<file path="config.mk">
export PLATFORM = sky130hd
export DESIGN_NAME = parametrized_microcoded_processor_flat
export DESIGN_NICKNAME = d
export VERILOG_FILES = /design/src/rtl/parametrized_microcoded_processor_pkg.sv /design/src/rtl/parametrized_microcoded_processor_if.sv /design/src/rtl/parametrized_microcoded_processor_mul_div.sv /design/src/rtl/parametrized_microcoded_processor.sv /design/src/flat_wrapper.sv
export SDC_FILE = /design/constraint.sdc
export NUM_CORES = 1
export LEC_CHECK = 0
export ABC_AREA = 0
export BUFFER_PORTS_ARGS = -buffer_cell sky130_fd_sc_hd__buf_2
export CORE_MARGIN = 2
export CORE_UTILIZATION = 50
export DETAILED_ROUTE_END_ITERATION = 10
export HOLD_SLACK_MARGIN = 0.03
export PLACE_DENSITY_LB_ADDON = 0.12
export SLEW_MARGIN = 25
export SYNTH_ARGS = -nofsm -noshare
export SYNTH_HDL_FRONTEND = slang
export SYNTH_SLANG_ARGS = --single-unit
</file>
<file path="constraint.sdc">
create_clock -name SYSTEM_CLK -period 2.4 [get_ports SYSTEM_CLK]
set_input_delay 0.6 -clock SYSTEM_CLK [delete_from_list [all_inputs] [get_ports SYSTEM_CLK]]
set_output_delay 0.6 -clock SYSTEM_CLK [all_outputs]
set_load 0.02 [all_outputs]
</file>
<file path="src/rtl/parametrized_microcoded_processor_pkg.sv">
// rtl/parametrized_microcoded_processor_pkg.sv - opcodes, FSM states and flag bit positions
package parametrized_microcoded_processor_pkg;

  localparam logic [3:0] OP_PASS_A = 4'b0000;
  localparam logic [3:0] OP_AND    = 4'b0001;
  localparam logic [3:0] OP_OR     = 4'b0010;
  localparam logic [3:0] OP_ADD    = 4'b0011;
  localparam logic [3:0] OP_XOR    = 4'b0100;
  localparam logic [3:0] OP_NOT_A  = 4'b0101;
  localparam logic [3:0] OP_SUB    = 4'b0111;
  localparam logic [3:0] OP_MUL    = 4'b1100;
  localparam logic [3:0] OP_DIV    = 4'b1101;

  typedef enum logic [2:0] {S_IDLE, S_EXEC, S_ITER, S_DONE, S_HOLD} state_t;

  localparam int FLAG_CARRY       = 0;
  localparam int FLAG_ZERO        = 1;
  localparam int FLAG_OVERFLOW    = 2;
  localparam int FLAG_DIV_BY_ZERO = 3;
  localparam int FLAG_ILLEGAL     = 4;
  localparam int FLAG_COUNT       = 5;

  function automatic logic is_iterative(input logic [3:0] op, input logic b_zero);
    return (op == OP_MUL) || ((op == OP_DIV) && !b_zero);
  endfunction

endpackage

</file>
<file path="src/rtl/parametrized_microcoded_processor_if.sv">
// rtl/parametrized_microcoded_processor_if.sv - start/operand/result bundle of the processor
interface parametrized_microcoded_processor_if #(parameter int WIDTH = 8);
  logic             GO_BAR;
  logic [3:0]       OPCODE;
  logic [WIDTH-1:0] DATA_IN_A;
  logic [WIDTH-1:0] DATA_IN_B;
  logic [WIDTH-1:0] DATA_OUT;
  logic [WIDTH-1:0] DATA_OUT_HI;
  logic             BUSY;
  logic             DONE;
  logic             CARRY;
  logic             ZERO;
  logic             OVERFLOW;
  logic             DIV_BY_ZERO;
  logic             ILLEGAL;

  modport master (
    output GO_BAR, OPCODE, DATA_IN_A, DATA_IN_B,
    input  DATA_OUT, DATA_OUT_HI, BUSY, DONE, CARRY, ZERO, OVERFLOW, DIV_BY_ZERO, ILLEGAL
  );

  modport slave (
    input  GO_BAR, OPCODE, DATA_IN_A, DATA_IN_B,
    output DATA_OUT, DATA_OUT_HI, BUSY, DONE, CARRY, ZERO, OVERFLOW, DIV_BY_ZERO, ILLEGAL
  );
endinterface

</file>
<file path="src/rtl/parametrized_microcoded_processor_mul_div.sv">
// rtl/parametrized_microcoded_processor_mul_div.sv - iterative shift-add multiplier / restoring divider
module mul_div_iterative_unit #(
  parameter int WIDTH = 8
) (
  input  logic             clk,
  input  logic             rst,
  input  logic             start,
  input  logic             step,
  input  logic             is_mul,
  input  logic [WIDTH-1:0] a,
  input  logic [WIDTH-1:0] b,
  output logic             last,
  output logic [WIDTH-1:0] lo,
  output logic [WIDTH-1:0] hi
);
  localparam int CW = $clog2(WIDTH + 1);

  logic [CW-1:0]    cnt;
  logic             mul_q;
  logic [WIDTH-1:0] opnd;
  logic [WIDTH-1:0] lo_q;
  logic [WIDTH-1:0] hi_q;
  logic [WIDTH:0]   mul_sum;
  logic [WIDTH:0]   div_rem;
  logic [WIDTH:0]   div_diff;
  logic             div_fit;

  // {hi,lo} is the product accumulator for MUL and {remainder,quotient} for DIV
  always_comb begin
    mul_sum  = {1'b0, hi_q} + (lo_q[0] ? {1'b0, opnd} : '0);
    div_rem  = {hi_q, lo_q[WIDTH-1]};
    div_diff = div_rem - {1'b0, opnd};
    div_fit  = div_rem >= {1'b0, opnd};
  end

  always_ff @(posedge clk) begin
    if (rst) begin
      cnt   <= '0;
      mul_q <= 1'b0;
      opnd  <= '0;
      lo_q  <= '0;
      hi_q  <= '0;
    end else if (start) begin
      cnt   <= CW'(WIDTH);
      mul_q <= is_mul;
      opnd  <= is_mul ? a : b;
      lo_q  <= is_mul ? b : a;
      hi_q  <= '0;
    end else if (step && cnt != '0) begin
      cnt <= cnt - CW'(1);
      if (mul_q) begin
        hi_q <= mul_sum[WIDTH:1];
        lo_q <= {mul_sum[0], lo_q[WIDTH-1:1]};
      end else begin
        hi_q <= div_fit ? div_diff[WIDTH-1:0] : div_rem[WIDTH-1:0];
        lo_q <= {lo_q[WIDTH-2:0], div_fit};
      end
    end
  end

  assign last = (cnt == CW'(1));
  assign lo   = lo_q;
  assign hi   = hi_q;
endmodule

</file>
<file path="src/rtl/parametrized_microcoded_processor.sv">
// rtl/parametrized_microcoded_processor.sv - FSM-sequenced ALU with iterative MUL/DIV
module parametrized_microcoded_processor
  import parametrized_microcoded_processor_pkg::*;
#(
  parameter int WIDTH = 8
) (
  input logic                          SYSTEM_CLK,
  input logic                          RESET,
  parametrized_microcoded_processor_if.slave bus
);
  state_t                state;
  logic [3:0]            op_q;
  logic [WIDTH-1:0]      a_q, b_q, lo_q, hi_q;
  logic [FLAG_COUNT-1:0] flags_q;
  logic                  busy_q, done_q;

  logic [WIDTH-1:0]      unit_lo, unit_hi;
  logic                  unit_last;
  logic [WIDTH-1:0]      fin_lo, fin_hi;
  logic [FLAG_COUNT-1:0] fin_flags;
  logic [WIDTH:0]        add_sum;
  logic [WIDTH-1:0]      sub_diff;

  mul_div_iterative_unit #(.WIDTH(WIDTH)) u_mul_div (
    .clk    (SYSTEM_CLK),
    .rst    (RESET),
    .start  (state == S_EXEC),
    .step   (state == S_ITER),
    .is_mul (op_q == OP_MUL),
    .a      (a_q),
    .b      (b_q),
    .last   (unit_last),
    .lo     (unit_lo),
    .hi     (unit_hi)
  );

  // Final result for the captured op; only latched in S_DONE so outputs change with the DONE pulse
  always_comb begin
    fin_lo    = '0;
    fin_hi    = '0;
    fin_flags = '0;
    add_sum   = {1'b0, a_q} + {1'b0, b_q};
    sub_diff  = a_q - b_q;
    case (op_q)
      OP_PASS_A: fin_lo = a_q;
      OP_AND:    fin_lo = a_q & b_q;
      OP_OR:     fin_lo = a_q | b_q;
      OP_XOR:    fin_lo = a_q ^ b_q;
      OP_NOT_A:  fin_lo = ~a_q;
      OP_ADD: begin
        fin_lo                  = add_sum[WIDTH-1:0];
        fin_flags[FLAG_CARRY]    = add_sum[WIDTH];
        fin_flags[FLAG_OVERFLOW] = (a_q[WIDTH-1] == b_q[WIDTH-1]) && (add_sum[WIDTH-1] != a_q[WIDTH-1]);
      end
      OP_SUB: begin
        fin_lo                  = sub_diff;
        fin_flags[FLAG_CARRY]    = a_q < b_q;
        fin_flags[FLAG_OVERFLOW] = (a_q[WIDTH-1] != b_q[WIDTH-1]) && (sub_diff[WIDTH-1] != a_q[WIDTH-1]);
      end
      OP_MUL: begin
        fin_lo                = unit_lo;
        fin_hi                = unit_hi;
        fin_flags[FLAG_CARRY] = |unit_hi;
      end
      OP_DIV: begin
        if (b_q == '0) begin
          fin_lo                      = '1;
          fin_hi                      = a_q;
          fin_flags[FLAG_DIV_BY_ZERO] = 1'b1;
        end else begin
          fin_lo = unit_lo;
          fin_hi = unit_hi;
        end
      end
      default: fin_flags[FLAG_ILLEGAL] = 1'b1;
    endcase
    if (op_q == OP_MUL)
      fin_flags[FLAG_ZERO] = ({unit_hi, unit_lo} == '0);
    else
      fin_flags[FLAG_ZERO] = !fin_flags[FLAG_ILLEGAL] && (fin_lo == '0);
  end

  always_ff @(posedge SYSTEM_CLK) begin
    if (RESET) begin
      state   <= S_IDLE;
      op_q    <= '0;
      a_q     <= '0;
      b_q     <= '0;
      lo_q    <= '0;
      hi_q    <= '0;
      flags_q <= '0;
      busy_q  <= 1'b0;
      done_q  <= 1'b0;
    end else begin
      done_q <= 1'b0;
      case (state)
        S_IDLE: if (!bus.GO_BAR) begin
          op_q   <= bus.OPCODE;
          a_q    <= bus.DATA_IN_A;
          b_q    <= bus.DATA_IN_B;
          busy_q <= 1'b1;
          state  <= S_EXEC;
        end
        S_EXEC: state <= is_iterative(op_q, b_q == '0) ? S_ITER : S_DONE;
        S_ITER: if (unit_last) state <= S_DONE;
        S_DONE: begin
          lo_q    <= fin_lo;
          hi_q    <= fin_hi;
          flags_q <= fin_flags;
          done_q  <= 1'b1;
          busy_q  <= 1'b0;
          state   <= S_HOLD;
        end
        S_HOLD: if (bus.GO_BAR) state <= S_IDLE;
        default: state <= S_IDLE;
      endcase
    end
  end

  assign bus.DATA_OUT    = lo_q;
  assign bus.DATA_OUT_HI = hi_q;
  assign bus.BUSY        = busy_q;
  assign bus.DONE        = done_q;
  assign bus.CARRY       = flags_q[FLAG_CARRY];
  assign bus.ZERO        = flags_q[FLAG_ZERO];
  assign bus.OVERFLOW    = flags_q[FLAG_OVERFLOW];
  assign bus.DIV_BY_ZERO = flags_q[FLAG_DIV_BY_ZERO];
  assign bus.ILLEGAL     = flags_q[FLAG_ILLEGAL];
endmodule

</file>
<file path="src/flat_wrapper.sv">
// flat-port wrapper written by rule: the top's interface ports become plain ports
module parametrized_microcoded_processor_flat import parametrized_microcoded_processor_pkg::*;
#(
  parameter int WIDTH = 8
)
  (SYSTEM_CLK, RESET, bus_GO_BAR, bus_OPCODE, bus_DATA_IN_A, bus_DATA_IN_B, bus_DATA_OUT, bus_DATA_OUT_HI, bus_BUSY, bus_DONE, bus_CARRY, bus_ZERO, bus_OVERFLOW, bus_DIV_BY_ZERO, bus_ILLEGAL);
  parametrized_microcoded_processor_if #(.WIDTH(WIDTH)) bus_i ();
  input logic SYSTEM_CLK;
  input logic RESET;
  input wire logic [$bits(bus_i.GO_BAR)-1:0] bus_GO_BAR;
  input wire logic [$bits(bus_i.OPCODE)-1:0] bus_OPCODE;
  input wire logic [$bits(bus_i.DATA_IN_A)-1:0] bus_DATA_IN_A;
  input wire logic [$bits(bus_i.DATA_IN_B)-1:0] bus_DATA_IN_B;
  output wire logic [$bits(bus_i.DATA_OUT)-1:0] bus_DATA_OUT;
  output wire logic [$bits(bus_i.DATA_OUT_HI)-1:0] bus_DATA_OUT_HI;
  output wire logic [$bits(bus_i.BUSY)-1:0] bus_BUSY;
  output wire logic [$bits(bus_i.DONE)-1:0] bus_DONE;
  output wire logic [$bits(bus_i.CARRY)-1:0] bus_CARRY;
  output wire logic [$bits(bus_i.ZERO)-1:0] bus_ZERO;
  output wire logic [$bits(bus_i.OVERFLOW)-1:0] bus_OVERFLOW;
  output wire logic [$bits(bus_i.DIV_BY_ZERO)-1:0] bus_DIV_BY_ZERO;
  output wire logic [$bits(bus_i.ILLEGAL)-1:0] bus_ILLEGAL;
  assign bus_i.GO_BAR = bus_GO_BAR;
  assign bus_i.OPCODE = bus_OPCODE;
  assign bus_i.DATA_IN_A = bus_DATA_IN_A;
  assign bus_i.DATA_IN_B = bus_DATA_IN_B;
  assign bus_DATA_OUT = bus_i.DATA_OUT;
  assign bus_DATA_OUT_HI = bus_i.DATA_OUT_HI;
  assign bus_BUSY = bus_i.BUSY;
  assign bus_DONE = bus_i.DONE;
  assign bus_CARRY = bus_i.CARRY;
  assign bus_ZERO = bus_i.ZERO;
  assign bus_OVERFLOW = bus_i.OVERFLOW;
  assign bus_DIV_BY_ZERO = bus_i.DIV_BY_ZERO;
  assign bus_ILLEGAL = bus_i.ILLEGAL;
  parametrized_microcoded_processor #(.WIDTH(WIDTH)) u_core (.SYSTEM_CLK(SYSTEM_CLK), .RESET(RESET), .bus(bus_i));
endmodule
</file>
Word-level counts from Yosys, hierarchy flattened
Cells that the tools add are included.
Widths: inputs -> output; s select.

operators by class
  shifts and indexed selects = 0
  reduce and logical (&&, ||, !) cells = 21
  multipliers = 0
  eq/ne operators = 20
  div/mod/pow operators = 0
  add/sub/neg operators = 5
  mux-type cells = 28
  bitwise gates (word level) = 5
  order comparisons = 2

operators by type and width
  kind                count
  $mux 8              10
  $pmux 8 s9          1
  $add 8x8->9         2
  $logic_not 16->1    1
  $logic_not 8->1     2
  $pmux 8 s2          1
  $sub 8x8->8         2
  $pmux 3 s5          1
  $eq 4x3->1 const B  3
  $ge 9x8->1          1
  $mux 3              3
  $reduce_or 9->1     1
  $and 8x8->8         1
  $eq 4x1->1 const B  2
  $eq 4x2->1 const B  2
  $eq 4x4->1 const B  2
  $lt 8x8->1          1
  $mux 4              2
  $not 8->8           1
  $or 8x8->8          1
  $reduce_or 8->1     1
  $xor 8x8->8         1
  $mux 1              7
  $eq 3x2->1 const B  2
  20 further kinds    30

storage, ports and cells
  memory bits (writable) = 0
  word-level logic and storage cells = 96
  ROM bits = 0
  bits in latches = 0
  memories kept = 0
  flip-flop bits (word level) = 75
  output and inout port bits = 23

Longest topological paths before layout
Gate-level depths: netlist of run 1.

  word-level depth = 6
  depth in mapped cells = 12
  gate-level depth less buffers = 11

Cells and area by module
From an unflattened synthesis of run 1, not the netlist that was laid out.

second synthesis, totals
  cells, all modules = 715
  area total of the unflattened synthesis = 5640.4 sq um

by module, submodules not included
  module                             cells each  seq. area each (sq um)  times used  area each (sq um)
  parametrized_microcoded_processor  445         920.9                   1           3342.0
  mul_div_iterative_unit             270         580.6                   1           2298.5

Least setup slack after synthesis of run 1
No wires, ideal clock.

  path kind = reg2reg
  start = register u_core.a_q[0]
  end = register u_core.flags_q[0]
  library setup time = 0.131 ns
  cell stages (with the launch flop) = 11
  arrival time = 2.281 ns
  path slack = -0.013 ns
  path buffers = 0
  clock period less this slack = 2.413 ns
  cells stage by stage = dfxtp_1 > inv_1 > ha_1 > fa_1 > o21bai_1 > a21oi_1 > o31ai_1 > a21oi_1 > o21a_1 > a2111oi_0 > nor3_1

between the ends
  cells in the longest elaborated chain, start to end = 2

RTL lines
  item                                       line                                                                              text
  start, declared                            parametrized_microcoded_processor.sv:13                                           logic [WIDTH-1:0] a_q, b_q, lo_q, hi_q;
  start signal, assigned                     parametrized_microcoded_processor.sv:99                                           a_q <= bus.DATA_IN_A;
  $add 8x8->9 or $lt 8x8->1 (tied branches)  parametrized_microcoded_processor.sv:42, parametrized_microcoded_processor.sv:57
  $pmux 1 s3 (*)                             parametrized_microcoded_processor.sv:44                                           case (op_q)
  end signal, assigned                       parametrized_microcoded_processor.sv:109                                          flags_q <= fin_flags;
  end, declared                              parametrized_microcoded_processor.sv:14                                           logic [FLAG_COUNT-1:0] flags_q;

Every way passes the cells marked *; elsewhere a longest branch is shown, timed or not.
A chain may end at the register's enable or synchronous reset.

Final worst setup path of run 1
  start = register u_core.a_q[0]
  end = register u_core.flags_q[1]

between the ends
  cells in the longest elaborated chain, start to end = 5

RTL lines
  item                                 line                                     text
  $sub 8x8->8 (tied with other cells)  parametrized_microcoded_processor.sv:43  sub_diff = a_q - b_q;
  $pmux 8 s9 (*)                       parametrized_microcoded_processor.sv:44
  $logic_not 8->1 (*)                  parametrized_microcoded_processor.sv:80  fin_flags[FLAG_ZERO] = !fin_flags[FLAG_ILLEGAL] && (fin_lo == '0);
  $logic_and 1x1->1 (*)                parametrized_microcoded_processor.sv:80
  $mux 1 (*)                           parametrized_microcoded_processor.sv:77  if (op_q == OP_MUL)

Marks and branches as above.

==> results of run 1 <==
[through the flow]
stage | cell area, um^2 | setup slack (ps)
final | 6590 | -47.0
after global routing | 6590 | -153
after CTS | 6490 | 5.58
after detailed placement | 6260 | -99.1
after global placement | 6260 | -22.5
after floorplan | 5470 | 50.5
[cells by family after synthesis]
family / count (synthesis) / synth area share, %
simple gates: 276 / 23.0
buf+inv: 88 / 6.76
compound gates: 214 / 24.8
flops: 75 / 27.5
mux: 21 / 3.90
xor+xnor: 17 / 2.73
fa+ha+maj: 47 / 11.3
[report_power, final]
group	leakage (nW)	internal [mW]	switching, mW
combinational	2.01	1.97	2.40
sequential	0.614	1.52	0.336
clock	0.0998	0.487	0.537
[cell type report]
cell class	count	area [um^2]
Tap cell	140	175
Timing Repair Buffer	127	853
Multi-Input combinational cell	575	3690
Sequential cell	75	1510
Inverter	42	158
Clock inverter	7	77.6
Fill cell	997	4160
Clock buffer	9	124
[state kept, by name (all words and copies together), names as in the netlist, 5 cells and up]
signal / count
u_core.u_mul_div.opnd: 8
u_core.bus.DATA_OUT: 8
u_core.b_q: 8
u_core.flags_q: 5
u_core.u_mul_div.lo: 8
u_core.a_q: 8
u_core.bus.DATA_OUT_HI: 8
u_core.u_mul_div.hi: 8
[worst min path at each step]
stage / end / slack (ps)
after floorplan: u_core.b_q[6] / 470
after global placement: u_core.flags_q[2] / 440
after detailed placement: u_core.bus.DATA_OUT[4] / 440
after CTS: u_core.a_q[0] / 430
after global routing: u_core.a_q[0] / 440
final: u_core.a_q[0] / 450
[worst max-delay path: cells and delay by family (launching register included)]
| kind | cells | cell delay, ps |
|---|---|---|
| compound gates | 4 | 650 |
| xor+xnor | 1 | 100 |
| fa+ha+maj | 2 | 520 |
| buf+inv | 3 | 380 |
| flops | 1 | 350 |
| simple gates | 2 | 400 |
[per-layer routing]
layer | vias up | wire (um) | track usage [%]
li1 | 2797 | - | -
met1 | 2705 | 7540 | 39.8
met2 | 221 | 8540 | 52.8
met3 | 34 | 1080 | 6.45
met4 | 0 | 539 | 12.1
met5 | - | 0 | 0
[placed cells by master (no fill, tap or decap), types with 4 or more instances in the layout]
cell type / count
o31ai_1: 5
nand3_1: 17
inv_1: 39
nor2b_1: 6
ha_1: 40
dfxtp_1: 68
a31oi_1: 9
nor4_1: 7
nor3_1: 21
a22oi_1: 16
nand4_1: 4
nor2_1: 97
and2_1: 7
nand2b_1: 12
o21a_1: 4
xnor2_1: 11
buf_2: 45
o21ai_0: 28
nand2_1: 82
dfxtp_2: 7
mux2i_1: 19
xor2_1: 5
a21oi_1: 79
o22ai_1: 5
buf_4: 81
clkbuf_8: 9
o211ai_1: 6
a211oi_1: 21
[timing repair]
action	4_1_cts	5_1_grt
endpoints found under the setup margin	4	14
pin swaps	2	10
setup buffers	0	5
resized for setup	8	23
endpoints found under the hold margin	0	0
==> results by group, run 1 <==
Outcome
  • Status: complete, but fails checks
  • Failing checks: setup timing

Timing
  • Fmax: between 0.4 and 0.5 GHz
  • Setup violators final: 2
  • Slew Viols, Final: 0
  • RSZ-0062 raised after global routing: yes
  • Slew Limit Headroom: 44.9%
  • Setup WS post-layout: -47.0 ps
  • Worst hold slack: ~450 ps
  • Final Hold Vio Count: 0
  • Tightest Pin Transition: 820 ps
  • Final setup skew: 7.22 ps
  • Fin crit share: 102%
  • Shortest period the worst path allows: roughly 2400 ps
  • Final TNS setup: -59.9 ps

Setup path
  • Critical path cell sequence: inv_2, ha_4, fa_2, o21bai_1, a21oi_2, o31ai_2, buf_4, xnor2_2, nor2_1, nor4_2, buf_4, a41o_1
  • CP arrival: 2760 ps
  • Crit path kind: flip-flop to flip-flop
  • Critical Path Sink Type: flip-flop
  • CP required: ~2700 ps
  • Slowest CP cell: fa_2
  • Crit path from: u_core.a_q[0]
  • Worst stage delay on the critical path: 360 ps
  • R2r endpoint: u_core.flags_q[1]
  • Maximum fanout along the worst path: 3
  • Register-to-Register Path Depth: 12
  • Setup crit end: u_core.flags_q[1]
  • Setup slack, reg-to-reg: -50 ps
  • RR Startpoint: u_core.a_q[0]
  • CP Launch Type: flip-flop
  • Most frequent CP cell: buf_4

Drt
  • DR vias: ~5,800
  • Final WL: roughly 18 mm
  • Post-DRT Antenna Nets: 0
  • Vias per Instance: 5.90
  • DRC Markers: 0
  • Iter 0 DRT Violations: 513
  • Routed WL per cell: ~18 um
  • Router iterations before antenna repair: 5

Cells and area
  • Finished Layout Cells: 975
  • ANT cells: 0
  • # nets final: 900
  • Finished Core Util: 61.3%
  • Share of post-route cells with drive strength above 1: between 20% and 30%
  • P&R area growth vs syn: 20.7%

Synthesis
  • Syn Inst Count: 738
  • Synth top area cells: dfxtp_1 (27%), ha_1 (9.9%), a21oi_1 (7.4%)
  • Yosys warning count: 0
  • Area leader, netlist: dfxtp_1
  • Top-area cell type share of the netlist area: 27.5%
  • Number of synthesized flops with an enable pin: 0
  • Register area share after synthesis: 27.5%
  • Top cells by count, synth: nor2_1 (97), nand2_1 (82), a21oi_1 (81)
  • Yosys reg bits: 75
  • Yosys cell types: 68
  • Syn_area_per_cell: 7.40 um^2
  • Async set-reset flop share out of synthesis: 0%
  • Count leader, synth: nor2_1
  • Cell Area, Synth: around 0.0055 mm^2
  • Syn nets: 808
  • Main synth FF type: dfxtp_1

Placed design
  • I/O Buffers: 45
  • Hpwl dp: between 10 and 15 mm
  • Inst Count DP: 954
  • Final GP Congestion: 0.951

Power
  • Leakage: 2.72 nW
  • Pwr Density: 1100 mW/mm^2
  • Pwr Total: 7.24 mW
  • VDD IR max: about 0.00047 V

Hold path
  • Hold Crit Depth: 3
  • Hold WC Path Type: input port to flip-flop
  • Worst Hold Launch: bus_DATA_IN_A[0]

Floorplan
  • Initial Util: 50.8%
  • # IOs: 46
  • Row cnt: 38
  • Chip height: 109 um
  • Die Span X: 109 um
  • Core area: 0.0107 mm^2
  • Die ar.: 0.0118 mm^2

CTS
  • Clk sinks: 75
  • Clk Tree Root Cell: clkbuf_8
  • Clock tree buffer depth: 2
  • TritonCTS clock tree: built
  • CTS Buf Count: 9
  • Worst skew pair latency: 370 ps
  • Post-CTS Hold Buffers: 0
  • Htree depth: 3
  • Worst-path clk slew: 80 ps

Global route
  • Vias in the first global route: ~5,500
  • Largest net degree at the start of global routing: 38
  • First-pass GRT wire length: 28.3 mm
  • Gr ovfl total: 0
  • Gr usage total: 31.6%
  • Initial antenna violation count: 0

Job
  • Maxcap violations: 0
Note: power is estimated with default switching activity, not from simulation.
==> inputs of run 2 (changes only) <==
--- a/config.mk
+++ b/config.mk
@@ -11,7 +11,7 @@
 export CORE_UTILIZATION = 50
 export DETAILED_ROUTE_END_ITERATION = 10
 export HOLD_SLACK_MARGIN = 0.03
-export PLACE_DENSITY_LB_ADDON = 0.12
+export PLACE_DENSITY_LB_ADDON = 0.15
 export SLEW_MARGIN = 25
 export SYNTH_ARGS = -nofsm -noshare
 export SYNTH_HDL_FRONTEND = slang
==> results by group, run 2 (synthesis results as in run 1) <==
CTS
  • CTS Buf Count: 9
  • Htree depth: 3
  • Clk sinks: 75
  • Worst skew pair latency: approximately 380 ps
  • Clk Tree Root Cell: clkbuf_8
  • Clock tree buffer depth: 2
  • Worst-path clk slew: about 90 ps
  • Post-CTS Hold Buffers: 0
  • TritonCTS clock tree: built

Floorplan
  • Initial Util: between 50% and 60%
  • Core area: 0.0107 mm^2
  • Row cnt: 38
  • Die Span X: 109 um
  • Die ar.: roughly 0.012 mm^2
  • Chip height: 109 um
  • # IOs: 46

Timing
  • Setup WS post-layout: 27.7 ps
  • Slew Limit Headroom: approximately half
  • Final TNS setup: 0 ps
  • Tightest Pin Transition: 717 ps
  • Fmax: ~0.42 GHz
  • RSZ-0062 raised after global routing: yes
  • Final Hold Vio Count: 0
  • Fin crit share: 98.8%
  • Setup violators final: 0
  • Final setup skew: 9.75 ps
  • Shortest period the worst path allows: 2370 ps
  • Slew Viols, Final: 0

Global route
  • Largest net degree at the start of global routing: 39
  • Initial antenna violation count: 0
  • First-pass GRT wire length: ~28 mm
  • Gr ovfl total: 0
  • Vias in the first global route: between 5,000 and 6,000
  • Gr usage total: 30.9%

Drt
  • Vias per Instance: 5.83
  • Router iterations before antenna repair: 7
  • DR vias: 5,584
  • DRC Markers: 0
  • Routed WL per cell: 18.5 um
  • Iter 0 DRT Violations: between 600 and 700
  • Post-DRT Antenna Nets: 0
  • Final WL: 17.7 mm

Power
  • Reg power frac: 25.9%
  • Switching share of power: 45.8%
  • VDD IR max: 0.000570 V
  • Int Power: 3.81 mW
  • Pwr Density: 1070 mW/mm^2
  • Leakage: 2.66 nW
  • Pwr Total: 7.02 mW
  • Net Sw Power: 3.21 mW
  • Clk pwr share: 15.1%
  • Logic pwr share: 59.0%

Placed design
  • Final GP Congestion: 0.995
  • Setup Slack @ Placement: -77.2 ps
  • I/O Buffers: 45
  • Hpwl dp: 13.9 mm

Setup path
  • CP Launch Type: flip-flop
  • Maximum fanout along the worst path: 3
  • Critical Path Sink Type: flip-flop
  • CP arrival: between 2000 and 3000 ps
  • CP required: between 2000 and 3000 ps
  • Crit path kind: flip-flop to flip-flop

Cells and area
  • ANT cells: 0
  • Share of post-route cells with drive strength above 1: 20.6%
  • Most frequent cells in the layout: nor2_1 (97), nand2_1 (82), a21oi_1 (78)
  • Most common cell after layout, fill and taps aside: nor2_1
  • # nets final: 882
  • P&R area growth vs syn: 19.8%

Job
  • Maxcap violations: 0

Hold path
  • Hold WC Path Type: input port to flip-flop

Outcome
  • Status: complete, no violations
-- run 2: per-stage QoR --
stage / instance area [um^2] / util (%) / std cells / hold WS [ps]
6_report: 6540 / 60.9 / 957 / 446
5_1_grt: 6540 / 60.9 / 957 / 436
4_1_cts: 6420 / 59.7 / 956 / 427
3_5_place_dp: 6180 / 57.5 / 940 / 442
3_3_place_gp: 6180 / 57.5 / 940 / 438
2_1_floorplan: 5470 / - / 738 / 467
-- run 2: power groups by stage --
stage | combinational, mW | clock, mW | sequential (mW)
floorplan | 2.74 | 0 | 1.78
global placement | 3.83 | 0 | 1.82
detailed placement | 3.89 | 0 | 1.83
CTS | 3.96 | 1.09 | 1.81
global route | 4.53 | 1.14 | 1.86
finish | 4.14 | 1.06 | 1.82
-- run 2: cell type report --
| cell class | instances | area [um^2] |
|---|---|---|
| fillers | 1023 | 4210 |
| inverters | 42 | 158 |
| flip-flops and latches | 75 | 1510 |
| repair buffers | 109 | 743 |
| multi-input cells | 575 | 3740 |
| well taps | 140 | 175 |
| clock buffers | 11 | 151 |
| clock inverters | 5 | 61.3 |
-- run 2: timing repair --
action | in CTS | in global routing
buffers inserted | 0 | 1
setup endpoints to repair | 5 | 11
pin swaps | 0 | 11
gates resized for setup | 5 | 34
-- run 2: worst paths after layout --
kind,cells after the start,endpoint,slack (ps),start
setup / recovery,11,u_core.flags_q[1],30,u_core.a_q[0]
hold / removal,3,u_core.op_q[0],450,bus_OPCODE[0]
setup reg to reg,11,u_core.flags_q[1],30,u_core.a_q[0]
hold reg to reg,2,u_core.flags_q[2],450,u_core.flags_q[2]
-- run 2: per-layer routing --
metal / part of all wire (%) / GRT usage, % / vias to the layer above
met4: 2.7 / 12.0 / 0
met3: 6.3 / 6.27 / 39
met2: 47 / 50.0 / 201
li1: - / - / 2755
met5: 0 / 0 / -
met1: 44 / 40.4 / 2589
-- run 2: worst max-delay path, cell delays in order, from the launching register on --
cell and delay [ps]:
dfxtp_2 350, inv_2 50, ha_4 160, fa_2 350
o21bai_1 180, a21oi_2 100, o31ai_2 260, buf_4 170
xnor2_2 100, nor2_1 70, nor4_2 350, a41o_1 200
==> inputs of run 3 (changes only) <==
--- a/config.mk
+++ b/config.mk
@@ -5,7 +5,7 @@
 export SDC_FILE = /design/constraint.sdc
 export NUM_CORES = 1
 export LEC_CHECK = 0
-export ABC_AREA = 0
+export ABC_AREA = 1
 export BUFFER_PORTS_ARGS = -buffer_cell sky130_fd_sc_hd__buf_2
 export CORE_MARGIN = 2
 export CORE_UTILIZATION = 50
==> results by group, run 3 <==
Synthesis
  • Synth Area in XOR/XNOR: less than 1%
  • Number of synthesized flops with an enable pin: 0
  • Post-synthesis mux area share: 0%
  • Simple-gate share of the synthesized area: 25.0%
  • Yosys reg bits: between 70 and 80
  • Compound-Gate Fraction of Synth Area: around a quarter
  • Area leader, netlist: dfxtp_1
  • Syn_area_per_cell: 6.47 um^2
  • Largest family of logic cells by synthesized area: simple AND/OR/NAND/NOR gates
  • Yosys cell types: 32
  • Async set-reset flop share out of synthesis: 0%
  • Cell Area, Synth: ~0.0053 mm^2
  • Yosys warning count: 0
  • Synth top area cells: dfxtp_1 (28%), nand2_1 (11%), ha_1 (10%)
  • Main synth FF type: dfxtp_1
  • Register area share after synthesis: 28.2%
  • Syn Inst Count: just over 800
  • Top-area cell type share of the netlist area: 28.2%
  • Post-Synth Adder-Cell Area: 11.6%
  • Count leader, synth: nand2_1
  • Top cells by count, synth: nand2_1 (159), inv_1 (110), a21oi_1 (97)
  • Syn nets: 891

Setup path
  • Worst stage delay on the critical path: ~450 ps
  • Crit path kind: flip-flop to flip-flop
  • Maximum fanout along the worst path: 5
  • Register-to-Register Path Depth: 11
  • Critical Path Sink Type: flip-flop
  • Slowest CP cell: fa_2
  • Critical path cell sequence: ha_1, fa_2, nand2_1, o21ai_0, nor2_1, nand3_1, nor2_1, nand3_1, nor2_1, nand3_1, a21oi_1
  • CP Launch Type: flip-flop
  • CP required: 2700 ps
  • CP arrival: 2510 ps

Placed design
  • Final GP Congestion: 0.993
  • Hpwl dp: 13.9 mm
  • I/O Buffers: 45

Global route
  • Gr usage total: about a third
  • Gr ovfl total: 0
  • First-pass GRT wire length: 28.5 mm
  • Largest net degree at the start of global routing: 42
  • Initial antenna violation count: 0
  • Vias in the first global route: ~5,600

Outcome
  • Status: complete, no violations

Power
  • Net Sw Power: 2.06 mW
  • Logic pwr share: 44.7%
  • Pwr Total: approximately 4.7 mW
  • Int Power: approximately 2.7 mW
  • VDD IR max: 0.000319 V
  • Switching share of power: between 40% and 50%
  • Leakage: 2.90 nW
  • Clk pwr share: 22.5%
  • Pwr Density: 771 mW/mm^2
  • Reg power frac: 32.9%

Drt
  • Vias per Instance: around 5.7
  • DRC Markers: 0
  • DR vias: between 5,000 and 6,000
  • Routed WL per cell: 17.4 um
  • Post-DRT Antenna Nets: 0
  • Final WL: roughly 18 mm
  • Iter 0 DRT Violations: 481
  • Router iterations before antenna repair: 5

Timing
  • Slew Viols, Final: 0
  • Fmax: around 0.45 GHz
  • Tightest Pin Transition: around 640 ps
  • Final TNS setup: 0 ps
  • Final Hold Vio Count: 0
  • Slew Limit Headroom: 56.9%
  • RSZ-0062 raised after global routing: no
  • Shortest period the worst path allows: approximately 2200 ps
  • Setup violators final: 0
  • Fin crit share: 92.3%
  • Final setup skew: 11.4 ps

Floorplan
  • # IOs: 46
  • Chip height: about 110 um
  • Row cnt: 37
  • Die ar.: about 0.011 mm^2
  • Initial Util: between 50% and 60%
  • Core area: 0.0103 mm^2
  • Die Span X: 107 um

Cells and area
  • # nets final: ~960
  • P&R area growth vs syn: 15.7%
  • Most common cell after layout, fill and taps aside: nand2_1
  • Filler cells: roughly 1,000
  • ANT cells: 0
  • Footprint of the multi-input gates: ~0.0033 mm^2
  • Most frequent cells in the layout: nand2_1 (159), inv_1 (110), a21oi_1 (97)
  • Share of post-route cells with drive strength above 1: 12.8%
  • FF/Latch Area: 0.00151 mm^2

CTS
  • CTS Buf Count: 9
  • TritonCTS clock tree: built
  • Worst-path clk slew: around 80 ps
  • Clk Tree Root Cell: clkbuf_8
  • Setup repair bufs after CTS: 0
  • Worst skew pair latency: roughly 370 ps
  • Clock tree buffer depth: 2
  • Htree depth: 3
  • Post-CTS Hold Buffers: 0
  • Clk sinks: 75

Hold path
  • Hold WC Path Type: flip-flop to flip-flop
  • Hold Crit Depth: 2

Job
  • Maxcap violations: 0
-- run 3: path summary, 6_finish.rpt --
kind / end / start / slack, ps
max: u_core.flags_q[1] / u_core.b_q[0] / 180
min: u_core.bus.BUSY / u_core.bus.BUSY / 470
max reg2reg: u_core.flags_q[1] / u_core.b_q[0] / 180
min reg2reg: u_core.bus.BUSY / u_core.bus.BUSY / 470
-- run 3: power by group through the flow --
stage	registers [mW]	logic, mW	clock network, mW
after floorplan	1.57	1.35	0
after global placement	1.57	2.03	0
after detailed placement	1.58	2.05	0
after CTS	1.55	2.06	1.06
after global routing	1.58	2.36	1.12
final	1.56	2.12	1.07
-- run 3: routing by layer --
layer / part of all wire, % / vias to the layer above / GRT usage [%]
met3: 5.4 / 42 / 4.38
met2: 49 / 215 / 56.6
met5: 0 / - / 0
met4: 2.6 / 0 / 10.7
li1: - / 2888 / -
met1: 43 / 2722 / 40.1
-- run 3: worst max-delay path: cells and delay by family, from the launching register on --
kind                       cells  cell delay, ps
DFF                            1             420
and+or+nand+nor                7             770
AOI/OAI and AO/OA              2             200
adders and majority gates      2             740
-- run 3: timing repair --
item | CTS | global route
hold endpoints to repair | 0 | 0
setup endpoints to repair | 0 | 4
resized for setup | 0 | 13
-- run 3: cell type report --
type | instances | area share (%)
multi-input cells | 606 | 53.7
repair buffers | 87 | 8.99
clock inverters | 4 | 0.793
clock buffers | 11 | 2.46
inverters | 112 | 6.83
well taps | 136 | 2.77
flip-flops and latches | 75 | 24.5
-- run 3: logic make-up (layout without fill, tap and decap cells) --
kind of cell	Yosys count	after routing
flip-flops	75	75
AND/OR/NAND/NOR	318	318
buffers and inverters	140	214
AO/OA/AOI/OAI	236	236
XOR/XNOR	5	5
adder cells (fa/ha/maj)	47	47
-- run 3: metrics by stage --
stage | area [um^2] | setup WS [ps] | hold slack, ps | utilization (%) | cells
final | 6150 | 185 | 469 | 59.6 | 1031
after global routing | 6150 | 0.737 | 481 | 59.6 | 1031
after CTS | 6120 | 81.6 | 469 | 59.3 | 1031
after detailed placement | 5920 | 132 | 457 | 57.4 | 1016
after global placement | 5920 | 168 | 448 | 57.4 | 1016
after floorplan | 5320 | 214 | 454 | - | 821
